`src/rtl/ps2_host_tx.sv`:
```
// PS/2 host-to-device transmitter: inhibit, request-to-send, 8 data bits LSB first,
// odd parity, stop, then device ACK check. Outputs drive open-collector pads (oe=1 pulls low).
module ps2_host_tx #(
    parameter int INHIBIT_CYCLES = 5000,
    parameter int RTS_CYCLES     = 50,
    parameter int TIMEOUT_CYCLES = 750000,
    parameter int FILTER_LEN     = 4
) (
    input  logic       clk,
    input  logic       reset,
    input  logic       tx_start,
    input  logic [7:0] tx_byte,
    input  logic       ps2_clk_in,
    input  logic       ps2_dat_in,
    output logic       ps2_clk_oe,
    output logic       ps2_dat_oe,
    output logic       busy,
    output logic       tx_done,
    output logic       tx_error
);

    localparam int PW = $clog2((INHIBIT_CYCLES > RTS_CYCLES) ? INHIBIT_CYCLES : RTS_CYCLES) + 1;
    localparam int TW = $clog2(TIMEOUT_CYCLES) + 1;
    localparam int FW = $clog2(FILTER_LEN) + 1;

    localparam logic [PW-1:0] INH_LAST = PW'(INHIBIT_CYCLES - 1);
    localparam logic [PW-1:0] RTS_LAST = PW'(RTS_CYCLES - 1);
    localparam logic [TW-1:0] TO_LAST  = TW'(TIMEOUT_CYCLES - 1);
    localparam logic [FW-1:0] FLT_LAST = FW'(FILTER_LEN - 1);

    typedef enum logic [2:0] {
        S_IDLE, S_INHIBIT, S_RTS, S_SHIFT, S_ACK, S_WAIT_IDLE, S_DONE, S_ERROR
    } state_t;

    state_t        state_q, state_d;
    logic          clk_s1_q, clk_s1_d, clk_s2_q, clk_s2_d;
    logic          dat_s1_q, dat_s1_d, dat_s2_q, dat_s2_d;
    logic          filt_q, filt_d;
    logic [FW-1:0] fcnt_q, fcnt_d;
    logic [PW-1:0] pcnt_q, pcnt_d;
    logic [TW-1:0] tcnt_q, tcnt_d;
    logic [3:0]    bitcnt_q, bitcnt_d;
    logic [7:0]    byte_q, byte_d;
    logic          par_q, par_d;
    logic          clk_oe_q, clk_oe_d;
    logic          dat_oe_q, dat_oe_d;
    logic          busy_q, busy_d;
    logic          done_q, done_d;
    logic          err_q, err_d;
    logic          fall;

    always_comb begin
        clk_s1_d = ps2_clk_in;
        clk_s2_d = clk_s1_q;
        dat_s1_d = ps2_dat_in;
        dat_s2_d = dat_s1_q;

        // Filtered clock only moves after FILTER_LEN consecutive samples disagree with it
        filt_d = filt_q;
        fcnt_d = '0;
        if (clk_s2_q != filt_q) begin
            if (fcnt_q == FLT_LAST) begin
                filt_d = clk_s2_q;
            end else begin
                fcnt_d = fcnt_q + FW'(1);
            end
        end
        fall = filt_q & ~filt_d;

        state_d  = state_q;
        pcnt_d   = pcnt_q;
        tcnt_d   = tcnt_q;
        bitcnt_d = bitcnt_q;
        byte_d   = byte_q;
        par_d    = par_q;
        clk_oe_d = clk_oe_q;
        dat_oe_d = dat_oe_q;
        busy_d   = busy_q;
        done_d   = 1'b0;
        err_d    = 1'b0;

        case (state_q)
            S_IDLE: begin
                if (tx_start) begin
                    byte_d   = tx_byte;
                    par_d    = ~^tx_byte;
                    pcnt_d   = '0;
                    clk_oe_d = 1'b1;
                    dat_oe_d = 1'b0;
                    busy_d   = 1'b1;
                    state_d  = S_INHIBIT;
                end
            end
            S_INHIBIT: begin
                if (pcnt_q == INH_LAST) begin
                    pcnt_d   = '0;
                    dat_oe_d = 1'b1;
                    state_d  = S_RTS;
                end else begin
                    pcnt_d = pcnt_q + PW'(1);
                end
            end
            S_RTS: begin
                if (pcnt_q == RTS_LAST) begin
                    clk_oe_d = 1'b0;
                    bitcnt_d = '0;
                    tcnt_d   = '0;
                    state_d  = S_SHIFT;
                end else begin
                    pcnt_d = pcnt_q + PW'(1);
                end
            end
            S_SHIFT, S_ACK, S_WAIT_IDLE: begin
                tcnt_d = tcnt_q + TW'(1);
                if (tcnt_q == TO_LAST) begin
                    clk_oe_d = 1'b0;
                    dat_oe_d = 1'b0;
                    err_d    = 1'b1;
                    state_d  = S_ERROR;
                end else if (state_q == S_SHIFT) begin
                    // Next bit goes out on each device falling edge; the 10th fall presents stop
                    if (fall) begin
                        bitcnt_d = bitcnt_q + 4'd1;
                        if (bitcnt_q < 4'd8) begin
                            dat_oe_d = ~byte_q[bitcnt_q[2:0]];
                        end else if (bitcnt_q == 4'd8) begin
                            dat_oe_d = ~par_q;
                        end else begin
                            dat_oe_d = 1'b0;
                            state_d  = S_ACK;
                        end
                    end
                end else if (state_q == S_ACK) begin
                    if (fall) begin
                        if (dat_s2_q) begin
                            err_d   = 1'b1;
                            state_d = S_ERROR;
                        end else begin
                            state_d = S_WAIT_IDLE;
                        end
                    end
                end else begin
                    if (filt_q && dat_s2_q) begin
                        done_d  = 1'b1;
                        state_d = S_DONE;
                    end
                end
            end
            S_DONE, S_ERROR: begin
                busy_d  = 1'b0;
                state_d = S_IDLE;
            end
            default: begin
                busy_d   = 1'b0;
                clk_oe_d = 1'b0;
                dat_oe_d = 1'b0;
                state_d  = S_IDLE;
            end
        endcase
    end

    always_ff @(posedge clk or posedge reset) begin
        if (reset) begin
            state_q  <= S_IDLE;
            clk_s1_q <= 1'b1;
            clk_s2_q <= 1'b1;
            dat_s1_q <= 1'b1;
            dat_s2_q <= 1'b1;
            filt_q   <= 1'b1;
            fcnt_q   <= '0;
            pcnt_q   <= '0;
            tcnt_q   <= '0;
            bitcnt_q <= '0;
            byte_q   <= '0;
            par_q    <= 1'b0;
            clk_oe_q <= 1'b0;
            dat_oe_q <= 1'b0;
            busy_q   <= 1'b0;
            done_q   <= 1'b0;
            err_q    <= 1'b0;
        end else begin
            state_q  <= state_d;
            clk_s1_q <= clk_s1_d;
            clk_s2_q <= clk_s2_d;
            dat_s1_q <= dat_s1_d;
            dat_s2_q <= dat_s2_d;
            filt_q   <= filt_d;
            fcnt_q   <= fcnt_d;
            pcnt_q   <= pcnt_d;
            tcnt_q   <= tcnt_d;
            bitcnt_q <= bitcnt_d;
            byte_q   <= byte_d;
            par_q    <= par_d;
            clk_oe_q <= clk_oe_d;
            dat_oe_q <= dat_oe_d;
            busy_q   <= busy_d;
            done_q   <= done_d;
            err_q    <= err_d;
        end
    end

    assign ps2_clk_oe = clk_oe_q;
    assign ps2_dat_oe = dat_oe_q;
    assign busy       = busy_q;
    assign tx_done    = done_q;
    assign tx_error   = err_q;

endmodule

```
`config.mk`:
```
export PLATFORM = sky130hd
export DESIGN_NAME = ps2_host_tx
export DESIGN_NICKNAME = d
export VERILOG_FILES = /design/src/rtl/ps2_host_tx.sv
export SDC_FILE = /design/constraint.sdc
export NUM_CORES = 1
export LEC_CHECK = 0
export BUFFER_PORTS_ARGS = -buffer_cell sky130_fd_sc_hd__buf_2
export CAP_MARGIN = 20
export CORE_ASPECT_RATIO = 0.5
export CORE_MARGIN = 2
export CORE_UTILIZATION = 55
export CTS_BUF_LIST = sky130_fd_sc_hd__clkbuf_16
export CTS_CLUSTER_SIZE = 40
export DETAILED_ROUTE_END_ITERATION = 8
export PLACE_DENSITY = 0.73
export SYNTH_ARGS = -nofsm -noshare
export SYNTH_HDL_FRONTEND = slang
export SYNTH_SLANG_ARGS = --single-unit
```
`constraint.sdc`:
```
create_clock -name clk -period 2.4 [get_ports clk]
set_clock_uncertainty 0.05 [all_clocks]
set_input_delay 0.36 -clock clk [delete_from_list [all_inputs] [get_ports clk]]
set_output_delay 0.36 -clock clk [all_outputs]
set_load 0.005 [all_outputs]
```
==> results_dict.tcl, run 1 <==
set metrics [dict create \
    fill_cells 480 \
    yosysTopAreaCellShare_pct 43.1 \
    dp_cells 450 \
    antenna_found_initial 0 \
    arrival_ps 2420 \
    yosys-top-cells-count "59 x dfrtp_1, 49 x nor2_1, 30 x xnor2_1, 25 x nand2_1, 15 x nor3_1" \
    yosys.area.top_type "dfrtp_1" \
    grt_max_degree 39 \
    vias_per_cell 5.79 \
    clk_pin_slew_ps 60 \
    htree_num_levels 3 \
    worstSetupPathType "flop to flop" \
    p_total_w 0.00408 \
    synthesis.area_um2 3430 \
    rrSetupSlack_ps 190 \
    io_pins 18 \
    final_nets 392 \
    path_max_fanout 12 \
    hold_viol 0 \
    detailed_place_hpwl_mm 4.99 \
    num_vias 2699 \
    yosysSeqAreaShare_pct 46.9 \
    relSlewSlack_pct 61.9 \
    wl_mm 7.31 \
    postCtsHoldBufs 0 \
    fin_area_um2 3940 \
    grt_use_met2_pct 36.2 \
    grt_pass1_wl_mm 12.3 \
    finalCritPeriodShare_pct 92.1 \
    grt_overflow 0 \
    cts-root-buf "clkbuf_16" \
    synth-async-reset-ratio_pct 100 \
    end_kind "flop" \
    use_met3_pct 7.71 \
    critPathMostFrequentCell "nor2_1" \
    gp_congestion 0.928 \
    grt_pass1_vias 2541 \
    status "completed" \
    synthCells 345 \
    min_period_ps 2210 \
    syn_nets 364 \
    synth_cell_types 49 \
    drt-initial-drc-count 192 \
    clock-sinks 64 \
    yosysWarningCount 0 \
    ant_nets 0 \
    clock_latency_ps 330 \
    instances_no_fill 466 \
    timing.hold.ws_ps 25.6 \
    p_leak_nw 1.67 \
    slowest_delay_ps 570 \
    dieArea_um2 6910 \
    numCtsBuffers 9 \
    dr.pass1.iters 4 \
    max_freq_mhz 452 \
    drc 0 \
    coreArea_um2 6030 \
    ff_latch_area_um2 1610 \
    rows 20 \
    wl_per_cell_um 15.7 \
    grt_usage_pct 23.8 \
    die-width_um 116 \
    maxCapViolCount 0 \
    placed_cell_area_um2 3660 \
    yosysMostFrequentCell "dfrtp_1" \
    busiest_layer "met2" \
    die_h_um 59.8 \
    met1_usage_pct 32.2 \
    min_path_type "input port to async pin" \
    syn_to_final_growth_pct 15.0 \
    finalSetupViolations 0 \
    drv_slew 0 \
    cts_resized 0 \
    cts_setup_buffers 0 \
    rsz0062_at_grt "false" \
    cts_tree "done" \
    ys_ff_latch 64 \
    initial_core_util_pct 56.8 \
    crit_slowest_cell "dfrtp_1" \
    ir_drop_v 0.000538 \
    synth_edf_count 0 \
    finalSetupTns_ps 0 \
    ys_top_cells_by_area "dfrtp_1 43%, xnor2_1 7.7%, nor2_1 5.4%" \
    path_cells "buf_4 > and3b_1 > nor2_1 > nor2_1 > nand2_1 > or3_1 > a21oi_1" \
    tightestPinTransition_ps 571 \
    multiInputGateArea_um2 1740 \
    layout-drive-gt1-share_pct 17.2 \
    critPathLaunchType "flop" \
    synth.avg_cell_area_um2 9.93 \
    required_ps 2600 \
    pwr_density_cell_nw_per_um2 1040 \
    ctsLongestPathBuffers 2 \
    port-buffer-count 17 \
    synth_flop_cell "dfrtp_1" \
    diodes 0 \
]
==> final timing paths <==
| check | startpoint | endpoint | depth (start not counted) |
|---|---|---|---|
| worst max-delay path | state_q[1] | tcnt_q[9] | 7 |
| worst min-delay path | reset | pcnt_q[13] | 2 |
| worst max register to register | state_q[1] | tcnt_q[9] | 7 |
| worst min register to register | clk_s1_q | clk_s2_q | 0 |
| max in group asynchronous | reset | tcnt_q[14] | 3 |
| min in group clk | ps2_clk_in | clk_s1_q | 1 |
==> layer usage <==
layer	share of wire, %	vias up
li1	-	1287
met4	1.8	0
met5	0	-
met2	46	81
met3	5.7	14
met1	47	1317
==> layout by cell type (no fill, tap or decap), drive strengths merged, types with 4 or more instances in the layout <==
cell	Yosys	final
nor2b	4	4
o21ai	13	13
xor2	9	9
nand2b	5	5
and3	5	5
ha	6	6
nor4	8	8
nor3	15	15
buf	4	26
mux2	11	11
clkbuf	5	9
xnor2	30	30
nor2	49	49
and4	6	6
nor3b	4	4
a211oi	6	6
nand4	12	12
a21oi	8	8
inv	6	8
nor4b	5	5
a21o	4	4
dfrtp	59	59
nand3	14	14
nand2	25	25
dfstp	5	5
==> worst max-delay path, delay by kind of cell (launching register included) <==
| kind | cells | cell delay [ps] |
|---|---|---|
| simple gates | 5 | 1150 |
| flops | 1 | 570 |
| buf+inv | 1 | 220 |
| compound gates | 1 | 140 |
==> kinds of logic after synthesis <==
logic type	synth area share, %
compound gates	7.52
xor+xnor	9.97
fa+ha+maj	2.19
buf+inv	2.30
flops	46.9
mux	4.93
simple gates	26.2
==> sequential cells by signal, summed over array words and instances, names as in the netlist, 3 cells and up <==
register / flops
bitcnt_q: 4
byte_q: 8
tcnt_q: 21
pcnt_q: 14
state_q: 3
fcnt_q: 3
==> per-stage QoR <==
step	utilization (%)	setup WS, ps
finish	65.3	189
global route	65.3	8.50
CTS	65.3	181
detailed placement	60.6	243
global placement	60.6	300
floorplan	-	271
==> report_power, final <==
group	internal, W	switching [W]	total (W)
combinational	0.000563	0.000661	0.00122
sequential	0.00133	0.000296	0.00163
clock	0.000785	0.000446	0.00123
==> layout make-up <==
cell class / count / share of cell area (%)
sequential: 64 / 40.8
timing repair buffer: 26 / 4.51
clock inverter: 7 / 1.46
inverter: 6 / 0.572
tap: 88 / 2.79
multi-input combinational: 266 / 44.1
clock buffer: 9 / 5.72
No activity file was read; power rests on OpenSTA's default activity.
==> run 2: changes to the inputs <==
CORE_UTILIZATION = 61   (was 55)
GPL_ROUTABILITY_DRIVEN = 1   (was unset)
PLACE_DENSITY = 0.8   (was 0.73)
==> run 2 against run 1 <==
Effect of this change: wire length grew 0.11%; sequential share of layout area is 0.12 points higher; die area is 9.3% lower; register-to-register slack gained 20 ps; clock-buffer cell count stayed put; critical path type unchanged.
==> results_dict.tcl, run 2 (same netlist as run 1, synthesis figures left out) <==
set metrics [dict create \
    ir_drop_v 0.000632 \
    critPathLaunchType "flop" \
    required_ps 2570 \
    clock-sinks 64 \
    initial_core_util_pct 62.9 \
    slowest_delay_ps 430 \
    rows 19 \
    min_period_ps 2190 \
    numCtsBuffers 9 \
    grt_overflow 0 \
    diodes 0 \
    htree_num_levels 3 \
    status "completed" \
    timing.hold.ws_ps 21.6 \
    io_pins 18 \
    pwr_density_cell_nw_per_um2 1040 \
    wl_per_cell_um 16.2 \
    largest_register_ffs 21 \
    wl_mm 7.32 \
    maxCapViolCount 0 \
    cts_tree "done" \
    drc 0 \
    critPathBufInv 0 \
    end_kind "flop" \
    finalSetupTns_ps 0 \
    dr.pass1.iters 4 \
    grt_pass1_wl_mm 12.5 \
    grt_usage_pct 26.6 \
    die_h_um 57.0 \
    coreArea_um2 5440 \
    gp_congestion 0.920 \
    path_max_fanout 4 \
    syn_to_final_growth_pct 14.7 \
    tightestPinTransition_ps 563 \
    p_total_w 0.00407 \
    hold_viol 0 \
    cts-root-buf "clkbuf_16" \
    max_freq_mhz 456 \
    vias_per_cell 6.02 \
    finalCritPeriodShare_pct 91.3 \
    layout-drive-gt1-share_pct 17.7 \
    rsz0062_at_grt "false" \
    largestRegisters "tcnt_q: 21 flops, pcnt_q: 14 flops, byte_q: 8 flops" \
    grt_max_degree 39 \
    min_path_type "input port to async pin" \
    final_nets 392 \
    drv_slew 0 \
    clock_latency_ps 340 \
    worstSetupPathType "flop to flop" \
    arrival_ps 2360 \
    ctsLongestPathBuffers 2 \
    dieArea_um2 6270 \
    port-buffer-count 17 \
    crit_slowest_cell "or4_1" \
    detailed_place_hpwl_mm 4.98 \
    finalSetupViolations 0 \
    top_register "tcnt_q" \
    fill_cells 391 \
    ant_nets 0 \
    grt_pass1_vias 2652 \
    path_cells "ha_1 > nand2_1 > or4_1 > or3_4 > o21ai_2 > nand4_1 > mux2_1" \
    clk_pin_slew_ps 50 \
    antenna_found_initial 0 \
    drt-initial-drc-count 224 \
    postCtsHoldBufs 0 \
    final_common_cell "dfrtp_1" \
    p_leak_nw 1.67 \
    cp_top_family "simple AND/OR/NAND/NOR gates" \
    die-width_um 110 \
    final_cell_mix "59 x dfrtp_1, 49 x nor2_1, 30 x xnor2_1" \
    relSlewSlack_pct 62.4 \
    num_vias 2714 \
]
[run 2: changes by cell type in the layout (fill, tap and decap cells not counted), sizes merged]
cell,previous run,this run
clkinv,3,4
clkinvlp,1,0
[run 2: repair_timing]
action,in CTS,in global routing
buffers inserted,0,0
setup endpoints to repair,0,3
endpoints found under the hold margin,0,0
gates resized for setup,0,2
[run 2: where the power goes]
part	switching [W]	leakage (nW)	internal, W
clock	0.000445	0.147	0.000783
sequential	0.000293	0.830	0.00133
combinational	0.000658	0.696	0.000565
total	0.00140	1.67	0.00268
[run 2: final cells by class]
| class | count | area (um^2) | share of cell area, % |
|---|---|---|---|
| clock inverter | 7 | 55.1 | 1.40 |
| inverter | 6 | 22.5 | 0.573 |
| tap | 73 | 91.3 | 2.32 |
| sequential | 64 | 1610 | 40.9 |
| timing repair buffer | 26 | 178 | 4.52 |
| clock buffer | 9 | 225 | 5.73 |
| multi-input combinational | 266 | 1750 | 44.5 |
[run 2: per-layer routing]
metal  track usage (%)  up-vias  share of wire, %
met1              37.1     1309                46
met4              11.0        0               1.7
met5                 0        -                 0
li1                  -     1287                 -
met2              38.4      102                45
met3              8.91       16               7.3
[run 2: worst paths after layout]
path	start	to	slack (ps)	cells after the start
setup reg to reg	tcnt_q[0]	ps2_dat_oe	210	7
setup / recovery	tcnt_q[0]	ps2_dat_oe	210	7
max in group asynchronous	reset	byte_q[7]	1680	3
hold / removal	reset	pcnt_q[0]	20	2
min in group clk	ps2_dat_in	dat_s1_q	70	1
hold reg to reg	dat_s1_q	dat_s2_q	310	0
[run 2: worst reg2reg max path: cells and delay by family (launching register included)]
family / cells / cell delay, ps
fa+ha+maj: 1 / 210
simple gates: 4 / 990
flops: 1 / 390
compound gates: 1 / 120
mux: 1 / 320
[run 2: metrics by stage]
step / instance area (um^2) / utilization, % / instances / setup WS [ps]
6_report: 3930 / 72.2 / 451 / 209
5_1_grt: 3930 / 72.2 / 451 / 12.9
4_1_cts: 3920 / 72.0 / 451 / 216
3_5_place_dp: 3640 / 66.8 / 435 / 231
3_3_place_gp: 3640 / 66.8 / 435 / 281
2_1_floorplan: 3430 / - / 345 / 271
